==> config.mk <==
export PLATFORM = sky130hd
export DESIGN_NAME = pc_update
export DESIGN_NICKNAME = d
export VERILOG_FILES = /design/src/rtl/pc_update.sv
export SDC_FILE = /design/constraint.sdc
export NUM_CORES = 1
export LEC_CHECK = 0
export ABC_AREA = 1
export CORE_MARGIN = 5
export CORE_UTILIZATION = 51
export CTS_CLUSTER_SIZE = 12
export DETAILED_ROUTE_END_ITERATION = 10
export GPL_TIMING_DRIVEN = 1
export MAX_ROUTING_LAYER = met4
export PLACE_DENSITY_LB_ADDON = 0.3
export SYNTH_ARGS = -nofsm -noshare
export SYNTH_HDL_FRONTEND = slang
export SYNTH_SLANG_ARGS = --single-unit
export TNS_END_PERCENT = 100
==> constraint.sdc <==
create_clock -name clock -period 3.6 [get_ports clock]
set_clock_uncertainty 0.05 [all_clocks]
set_input_delay 0.54 -clock clock [delete_from_list [all_inputs] [get_ports clock]]
set_output_delay 0.54 -clock clock [all_outputs]
set_load 0.03 [all_outputs]
==> src/rtl/pc_update.sv <==
// pc_update: writer end of the program-counter path.
// Holds the architectural PC, chooses the next PC from sequential increment
// or a redirect (exception, jump, branch), and commits each new PC into the
// file register through its write port so fetch can read it back.

module pc_update #(
   parameter logic [31:0] RESET_PC         = 32'h00000000,
   parameter logic [31:0] EXCEPTION_VECTOR = 32'h00000080,
   parameter logic [4:0]  PC_REG_INDEX     = 5'd0,
   parameter logic [31:0] INCREMENT        = 32'd4
) (
   input  logic        clock,
   input  logic        reset,
   input  logic        stall,
   input  logic        branch_taken,
   input  logic [31:0] branch_target,
   input  logic        jump,
   input  logic [31:0] jump_target,
   input  logic        exception,
   output logic        write_enable,
   output logic [4:0]  write_index,
   output logic [31:0] write_value,
   output logic [31:0] pc,
   output logic        fetch_valid,
   output logic        flush,
   output logic        misaligned
);

   typedef enum logic [1:0] {
      INIT  = 2'd0,
      RUN   = 2'd1,
      STALL = 2'd2,
      FLUSH = 2'd3
   } state_t;

   state_t      state;
   state_t      next_state;

   logic        redirect;
   logic [31:0] raw_target;
   logic [31:0] aligned_target;
   logic        target_misaligned;
   logic [31:0] sequential_pc;

   logic [31:0] next_pc;
   logic        next_fetch_valid;
   logic        next_flush;
   logic        next_misaligned;
   logic        force_write;
   logic        commit;

   // The PC always lives at one fixed file-register slot.
   assign write_index = PC_REG_INDEX;

   // Pick the highest-priority redirect target and align it; only jump and
   // branch targets can report misalignment, the exception vector never does.
   always_comb begin
      redirect          = exception | jump | branch_taken;
      raw_target        = branch_target;
      target_misaligned = 1'b0;
      if (exception) begin
         raw_target = EXCEPTION_VECTOR;
      end else if (jump) begin
         raw_target        = jump_target;
         target_misaligned = (jump_target[1:0] != 2'b00);
      end else if (branch_taken) begin
         raw_target        = branch_target;
         target_misaligned = (branch_target[1:0] != 2'b00);
      end
      aligned_target = {raw_target[31:2], 2'b00};
      sequential_pc  = pc + INCREMENT;
   end

   // Next-state and next-output selection; a redirect always beats stall,
   // and lower-priority events in the same cycle are simply dropped.
   always_comb begin
      next_state       = state;
      next_pc          = pc;
      next_fetch_valid = fetch_valid;
      next_flush       = 1'b0;
      next_misaligned  = 1'b0;
      force_write      = 1'b0;
      case (state)
         INIT: begin
            next_state       = RUN;
            next_fetch_valid = 1'b0;
            force_write      = 1'b1;
         end
         RUN, STALL: begin
            if (redirect) begin
               next_pc          = aligned_target;
               next_flush       = 1'b1;
               next_misaligned  = target_misaligned;
               next_fetch_valid = 1'b0;
               next_state       = FLUSH;
            end else if (stall) begin
               next_fetch_valid = 1'b1;
               next_state       = STALL;
            end else begin
               next_pc          = sequential_pc;
               next_fetch_valid = 1'b1;
               next_state       = RUN;
            end
         end
         FLUSH: begin
            if (redirect) begin
               next_pc          = aligned_target;
               next_flush       = 1'b1;
               next_misaligned  = target_misaligned;
               next_fetch_valid = 1'b0;
               next_state       = FLUSH;
            end else begin
               next_fetch_valid = 1'b1;
               next_state       = RUN;
            end
         end
         default: begin
            next_state = INIT;
         end
      endcase
      commit = force_write | (next_pc != pc);
   end

   // Register state and every output; write_value only moves on a commit.
   always_ff @(posedge clock) begin
      if (reset) begin
         state        <= INIT;
         pc           <= RESET_PC;
         write_enable <= 1'b0;
         write_value  <= 32'h00000000;
         fetch_valid  <= 1'b0;
         flush        <= 1'b0;
         misaligned   <= 1'b0;
      end else begin
         state        <= next_state;
         pc           <= next_pc;
         write_enable <= commit;
         if (commit) begin
            write_value <= next_pc;
         end
         fetch_valid  <= next_fetch_valid;
         flush        <= next_flush;
         misaligned   <= next_misaligned;
      end
   end

endmodule

# After elaboration in Yosys (flattened, before gate mapping)

Index checks and enable logic that the tools add are counted.

Register bits after elaboration: 70
Logic and storage cells: 40

Add/subtract/negate cells: 1
Equal/unequal tests: 4
Multiplexer cells: 16
Bitwise operators: 5
Reductions and logical operators: 7

Operators by type and width:

| operator              | count |
|---|---|
| $mux 32               | 5 |
| $pmux 32 s2           | 1 |
| $add 32x3->32 const B | 1 |
| $ne 32x32->1          | 1 |
| $mux 2                | 3 |
| $pmux 2 s3            | 1 |
| $mux 1                | 5 |
| $eq 2x2->1 const B    | 2 |
| $reduce_bool 2->1     | 2 |
| $reduce_or 2->1       | 2 |
| $reduce_or 4->1       | 1 |
| $or 1x1->1            | 3 |
| $reduce_or 3->1       | 1 |
| $eq 2x1->1 const B    | 1 |
| $logic_not 2->1       | 1 |
| $not 1->1             | 2 |
| $pmux 1 s2            | 1 |

# Logic depth before layout (Yosys ltp)

Gate-level depths: netlist of the first run.

Depth after elaboration: 6
Depth in mapped cells: 22
Gate-level depth less buffers: 20

# Worst setup path after synthesis of the first run

OpenSTA, ideal clock, no wires.

Kind: register to register
Start point: register pc[2]
End point: register write_value[7]
Arrival time: 2.433 ns
Slack: 1.053 ns
Stages on the path, launching flop included: 19
Path buffers: 1
Period minus slack after synthesis: 2.547 ns
Cells stage by stage: dfxtp_1 -> ha_1 -> nand3_1 -> nor2_1 -> nand3_1 -> nor2_1 -> nand3_1 -> nand3_1 -> nand2_1 -> nand3_1 -> nand2_1 -> nor2_1 -> nand2_1 -> nor2_4 -> nand3_2 -> buf_2 -> nand2_1 -> inv_1 -> nor2_1

Longest elaborated chain between the ends: 6
Elaborated cells between the ends (all ways): 7
Classes of those cells: add/sub: 1; eq/ne: 1; mux: 4; bitwise: 1

Ends and longest elaborated chain:

| what                     | RTL line | RTL |
|---|---|---|
| start: declaration       | 23       | `output logic [31:0] pc,` |
| start signal: assignment | 136      | `pc <= next_pc;` |
| $add 32x3->32            | 71       | `sequential_pc = pc + INCREMENT;` |
| $mux 32                  | 96       | `end else if (stall) begin` |
| $mux 32                  | 90       | `if (redirect) begin` |
| $pmux 32 s2              | 83       | `case (state)` |
| $ne 32x32->1             | 121      | `commit = force_write \| (next_pc != pc);` |
| $or 1x1->1               | 121      |  |
| end signal: assignment   | 139      | `write_value <= next_pc;` |
| end: declaration         | 22       | `output logic [31:0] write_value,` |

Several ways; a longest one is shown, not always the timed one.
A chain may end at the register's enable or synchronous reset.

# Worst setup path after layout of the first run

Start point: input port branch_taken
End point: register write_value[22]

Longest elaborated chain between the ends: 5
Elaborated cells between the ends (all ways): 6
Classes of those cells: eq/ne: 1; mux: 3; bitwise: 2

Ends and longest elaborated chain:

| what                       | RTL line | RTL |
|---|---|---|
| start: declaration         | 15       | `input logic branch_taken,` |
| $or 1x1->1 (*)             | 58       | `redirect = exception \| jump \| branch_taken;` |
| $mux 32 (on tied branches) | 106, 90  |  |
| $pmux 32 s2 (*)            | 83       |  |
| $ne 32x32->1               | 121      |  |
| $or 1x1->1                 | 121      |  |

Mark *: on every way between the ends. The rest lies on a longest branch, timed or not.

==> results.toml, run 1 <==
[detailed_routing]
drtIter0Drc = 608
wl_met2_mm = 9.219
ant_nets = 0
wl_per_cell_um = 15.07
drc_errors = 0
wl_met3_mm = 1.645
highest_layer = "met4"
dr_total_vias = 6930
met1_length_mm = 8.144
vias_per_cell = 5.385
drt_pass1_iterations = 6
drt-total-wl_mm = 19.39

[floorplanning]
rows = 38
dieArea_um2 = 13330
start_util = 0.5209
die_y_um = 115.5
io_pins = 143
core-area_um2 = 10890
die_x_um = 115.5

[layout]
n_fill_cell = 1048
fin_nets = 1215
drive_gt1_frac = 0.05754
area_delta_synth_final_pct = 30.20
stdcell_count = 1287
n_antenna_cell = 0
final_util = 0.6782

[sta]
fin_crit_ns = 3.143
setup_viol = 0
rsz0062_at_grt = "no"
relSlewSlack = 0.3127
finalSetupTns_ns = 0
fmax_mhz = 318.2
tightest_slew_ns = 1.030
timing.final.crit_share = 0.8729
finalHoldViolCount = 0
drv_slew = 0

[place]
dp_hpwl_mm = 14.73
dp_cells = 1271
port_buffers = 137
routabilityCongestion = 0.9852

[clock_tree]
cts_resized = 0
hold_buffers = 0
htree_levels = 3
clk_path_buf_depth = 2
cts_tree = "done"
cts_sinks = 70
cts_buffers = 9
cts-root-buf = "clkbuf_8"
cts_setup_buffers = 0
clk_pin_slew_ns = 0.08
clkLatencyLatePin_ns = 0.36

[power]
p_per_area_nw_per_um2 = 462.4
p_leak_nw = 3.322
switching_share = 0.4475
switching_power_mw = 1.528
pwr-share-clk = 0.208
vdd_ir_drop_max_v = 0.0003382
p_int_mw = 1.886
combPwrFrac = 0.487
seqPwrFrac = 0.306

[global_routing]
gr-total-overflow = 0
grt_max_degree = 74
grt_pass1_wl_mm = 31.09
antenna_found_initial = 0
grt_pass1_vias = 6295
grt_usage = 0.2976

[setup_path]
path_max_fanout = 22
cp_num_buf_inv = 4
critPathCaptureType = "flop"
cp_data_required_time_ns = 3.81
path_cells = "clkdlybuf4s50_1 > nor2_4 > nand2_4 > inv_2 > buf_4 > nand2_1 > a31oi_1 > nand2_1 > nand3_1 > nand2_1 > nor2_1 > nand3_1 > nor2_4 > buf_4 > nand4_1 > nand2_1 > nor2_1"
timing.critical_path.slowest_cell_delay_ns = 0.47
crit_family = "simple AND/OR/NAND/NOR gates"
slowest_stage = "clkdlybuf4s50_1"
cp.arrival_ns = 3.35
crit_type = "in -> reg"
worstSetupStartpointType = "primary input"
crit_top_cell = "nand2_1"

[run_status]
outcome = "complete, no violations"

[synthesis]
yosysWarningCount = 0
synth.distinct_cells = 36
synth_top_area_frac = 0.2471
yosys-top-cells-area = "dfxtp_1 25%, nand2_1 18%, nor2_1 11%, nand3_1 9.4%, inv_1 9.4%"
ys_seq_area_frac = 0.2471
postSynthAreaPerCell_um2 = 5.550
yosysTopAreaCell = "dfxtp_1"
synth_area_um2 = 5672
synth.ff_latch_count = 70
postSynthCellCount = 1022

[flow_run]
drv_cap = 0

[hold_path]
worst_hold_path_type = "reg -> reg"
[layout make-up]
| cell class | count | area [um2] | share of cell area |
|---|---|---|---|
| Inverter | 150 | 563.0 | 0.07625 |
| Timing Repair Buffer | 163 | 1604 | 0.2172 |
| Clock inverter | 6 | 86.33 | 0.01169 |
| Clock buffer | 10 | 127.6 | 0.01728 |
| Sequential cell | 70 | 1401 | 0.1898 |
| Tap cell | 140 | 175.2 | 0.02372 |
| Multi-Input combinational cell | 748 | 3427 | 0.4641 |
[cells in the final DEF (no fill, tap or decap), drive strengths merged]
cell type      count
buf               26
nor3               5
clkdlybuf4s50    137
a211oi             1
a21oi             32
nand2            269
ha                 3
inv              146
bufinv             2
nand3            108
or2                4
o21ai             64
o21a               1
nor2             182
o211ai             5
o21bai             2
a31oi              6
mux2i              7
clkinvlp           1
clkbuf            10
conb               5
o22ai              1
nand3b             1
nand4             51
clkinv             7
dfxtp             70
a31o               1
[synthesized netlist by cell type (all sizes together)]
cell,number
a211oi,1
a21oi,32
a31o,1
a31oi,6
buf,43
clkbuf,15
clkinv,3
conb,1
dfxtp,70
ha,3
inv,147
mux2i,7
nand2,269
nand3,108
nand3b,1
nand4,51
nor2,182
nor3,5
o211ai,5
o21a,1
o21ai,64
o21bai,2
o22ai,1
or2,4
[per-layer routing]
metal,GRT usage,vias to the layer above
li1,-,3477
met1,0.3771,3058
met2,0.4981,357
met3,0.04856,38
met4,0.07042,0
met5,-,-
[path summary, 6_finish.rpt]
check / from / end / slack [ns] / cells past startpoint
setup / recovery: branch_taken / write_value[22] / 0.46 / 17
hold / removal: pc[1] / pc[1] / 0.48 / 2
setup reg to reg: pc[2] / write_value[14] / 0.63 / 17
hold reg to reg: pc[1] / pc[1] / 0.48 / 2
[metrics by stage]
step	setup slack [ns]	hold WS [ns]	area [um2]	power, mW
CTS	0.5260	0.4688	7385	3.404
global placement	0.2495	0.4513	7171	2.678
floorplan	1.053	0.5763	5687	2.100
detailed placement	0.1533	0.4580	7171	2.698
global route	0.1759	0.5018	7385	3.637
finish	0.4574	0.4755	7385	3.414
[kinds of logic (layout without fill, tap and decap cells)]
family | Yosys count | after routing | synth area share
flops | 70 | 70 | 0.2471
buf+inv | 208 | 329 | 0.1513
compound gates | 113 | 113 | 0.1059
fa+ha+maj | 3 | 3 | 0.006619
simple gates | 620 | 620 | 0.4761
mux | 7 | 7 | 0.01235
other cells | 1 | 5 | 0.0006612
[sequential cells by signal (all words and copies together) (netlist names)]
| register | cells |
|---|---|
| misaligned | 1 |
| pc | 32 |
| state | 2 |
| flush | 1 |
| write_enable | 1 |
| write_value | 32 |
| fetch_valid | 1 |
[worst register-to-register path, delay by kind of cell, from the launching register on]
family                   cells  cell delay [ns]
adder cells (fa/ha/maj)      1             0.26
flip-flops                   1             0.51
AND/OR/NAND/NOR             13             1.56
buffers and inverters        3             0.48
[power groups by stage]
stage | clock network [mW] | logic, mW | registers (mW)
CTS | 0.715 | 1.65 | 1.04
global placement | 0 | 1.62 | 1.05
global route | 0.753 | 1.82 | 1.06
finish | 0.709 | 1.66 | 1.04
detailed placement | 0 | 1.64 | 1.05
floorplan | 0 | 0.861 | 1.24
Note: power is estimated with default switching activity, not from simulation.
==> run 2: changes to the inputs <==
--- a/config.mk
+++ b/config.mk
@@ -6,6 +6,7 @@
 export NUM_CORES = 1
 export LEC_CHECK = 0
 export ABC_AREA = 1
+export CAP_MARGIN = 20
 export CORE_MARGIN = 5
 export CORE_UTILIZATION = 51
 export CTS_CLUSTER_SIZE = 12
==> results of run 2 <==
Final layout, timing and power as in run 1 (identical DEF).
==> run 3: changes to the inputs <==
--- a/config.mk
+++ b/config.mk
@@ -6,7 +6,6 @@
 export NUM_CORES = 1
 export LEC_CHECK = 0
 export ABC_AREA = 1
-export CAP_MARGIN = 20
 export CORE_MARGIN = 5
 export CORE_UTILIZATION = 51
 export CTS_CLUSTER_SIZE = 12
==> constraint.sdc (replaced) <==
create_clock -name clock -period 3.6 [get_ports clock]
set_clock_uncertainty 0.05 [all_clocks]
set_input_delay 0.72 -clock clock [delete_from_list [all_inputs] [get_ports clock]]
set_output_delay 0.72 -clock clock [all_outputs]
set_load 0.03 [all_outputs]
==> results.toml, run 3 (synthesized netlist as in run 1, its figures left out) <==
[detailed_routing]
drt_pass1_iterations = 6
drtIter0Drc = 620
vias_per_cell = 5.265
drc_errors = 0
drt-total-wl_mm = 19.55
dr_total_vias = 6829
wl_per_cell_um = 15.07
ant_nets = 0

[power]
switching_power_mw = 1.539
switching_share = 0.4570
p_per_area_nw_per_um2 = 454.0
vdd_ir_drop_max_v = 0.0003043
seqPwrFrac = 0.308
pwr-share-clk = 0.196
p_leak_nw = 3.340
combPwrFrac = 0.496
p_int_mw = 1.829

[layout]
final_cell_mix = "265 x nand2_1, 170 x nor2_1, 141 x inv_1"
n_antenna_cell = 0
multi_input_area_um2 = 3427
fin_nets = 1225
stdcell_count = 1297
n_fill_cell = 1037
final_common_cell = "nand2_1"
reg_top3 = "pc x32, write_value x32, state x2"
area_delta_synth_final_pct = 30.80
drive_gt1_frac = 0.06569
regArea_um2 = 1401

[setup_path]
ff2ff_path_depth = 20
slowest_stage = "clkdlybuf4s50_1"
crit_family = "simple AND/OR/NAND/NOR gates"
worstSetupStartpointType = "primary input"
reg2reg_slack_ns = 0.48
cp.arrival_ns = 3.54
rr_startpoint = "state[0]"
cp_num_buf_inv = 5
path_max_fanout = 23
timing.critical_path.slowest_cell_delay_ns = 0.50
crit_type = "in -> reg"
r2r-end = "write_value[23]"
path_cells = "clkdlybuf4s50_1 > nor2_4 > nand2_4 > inv_2 > buf_4 > nand2_1 > o211ai_1 > nand3_1 > nand3_1 > nand2_1 > nor2_1 > nand3_1 > nor2_4 > nand3_2 > buf_4 > nand2_1 > inv_1 > nor2_1"
cp_data_required_time_ns = 3.85
critPathCaptureType = "flop"

[place]
routabilityCongestion = 1.033
port_buffers = 137
dp_cells = 1281
dp_hpwl_mm = 14.96

[clock_tree]
hold_buffers = 0
cts_resized = 0
clk_path_buf_depth = 2
cts_tree = "done"
cts-root-buf = "clkbuf_8"
cts_sinks = 70
clkLatencyLatePin_ns = 0.36
cts_setup_buffers = 0
htree_levels = 3
cts_buffers = 9
clk_pin_slew_ns = 0.09

[floorplanning]
io_pins = 143
die_y_um = 115.5
start_util = 0.5209
dieArea_um2 = 13330
core-area_um2 = 10890
rows = 38
die_x_um = 115.5

[sta]
rsz0062_at_grt = "no"
finalHoldViolCount = 0
fmax_mhz = 303.8
drv_slew = 0
tightest_slew_ns = 1.036
fin_crit_ns = 3.292
relSlewSlack = 0.3086
finalSetupTns_ns = 0
setup_viol = 0
timing.final.crit_share = 0.9144

[hold_path]
hold_depth = 2
worst_hold_path_type = "reg -> reg"
whs_endpoint = "pc[0]"
worstHoldStart = "pc[0]"

[global_routing]
grt_max_degree = 63
antenna_found_initial = 0
grt_pass1_vias = 6491
gr-total-overflow = 0
grt_pass1_wl_mm = 31.77
grt_usage = 0.3080

[run_status]
outcome = "complete, no violations"

[flow_run]
drv_cap = 0
## run 3: changes by cell type in the layout (fill, tap and decap cells not counted), sizes merged
cell,delta
clkinv,-2
bufinv,-1
buf,+10
clkinvlp,+2
inv,+1
## run 3: tightest hold or removal path: stages, from the launching register on
cell     delay (ns)
dfxtp_1        0.33
o21ai_0        0.10
nor2_1         0.05
## run 3: through the flow
step	hold WS, ns	setup slack, ns	power [mW]	area, um2	utilization
floorplan	0.5763	0.9161	2.100	5687	-
global placement	0.4591	0.01089	2.691	7221	0.6632
detailed placement	0.4642	-0.02339	2.703	7221	0.6632
CTS	0.4743	0.3532	3.367	7418	0.6813
global route	0.5290	0.02187	3.611	7418	0.6813
finish	0.4689	0.3082	3.368	7418	0.6813
## run 3: layout make-up
| type | count | area share |
|---|---|---|
| Clock inverter | 6 | 0.009445 |
| Inverter | 150 | 0.07590 |
| Clock buffer | 10 | 0.01720 |
| Timing Repair Buffer | 173 | 0.2230 |
| Sequential cell | 70 | 0.1889 |
| Multi-Input combinational cell | 748 | 0.4620 |
| Tap cell | 140 | 0.02361 |
## run 3: routing by layer
metal,vias to the layer above,track usage,share of wire
met5,-,-,0
met4,0,0.1166,0.028
met1,2993,0.3847,0.42
met2,306,0.5004,0.48
li1,3496,-,-
met3,34,0.05065,0.077
## run 3: worst max path at each step
stage	endpoint	start	cells after the start	slack, ns
6_report	write_value[23]	jump	18	0.31
5_1_grt	write_value[1]	branch_taken	18	0.02
4_1_cts	write_value[0]	jump	18	0.35
3_5_place_dp	write_value[23]	jump	18	-0.02
3_3_place_gp	write_value[13]	jump	18	0.01
2_1_floorplan	write_value[7]	stall	21	0.92
## run 3: power by group through the flow
stage	sequential, mW	combinational (mW)	clock (mW)
after global routing	1.06	1.84	0.717
after detailed placement	1.05	1.65	0
final	1.04	1.67	0.660
after global placement	1.05	1.64	0
after CTS	1.03	1.66	0.672
after floorplan	1.24	0.861	0
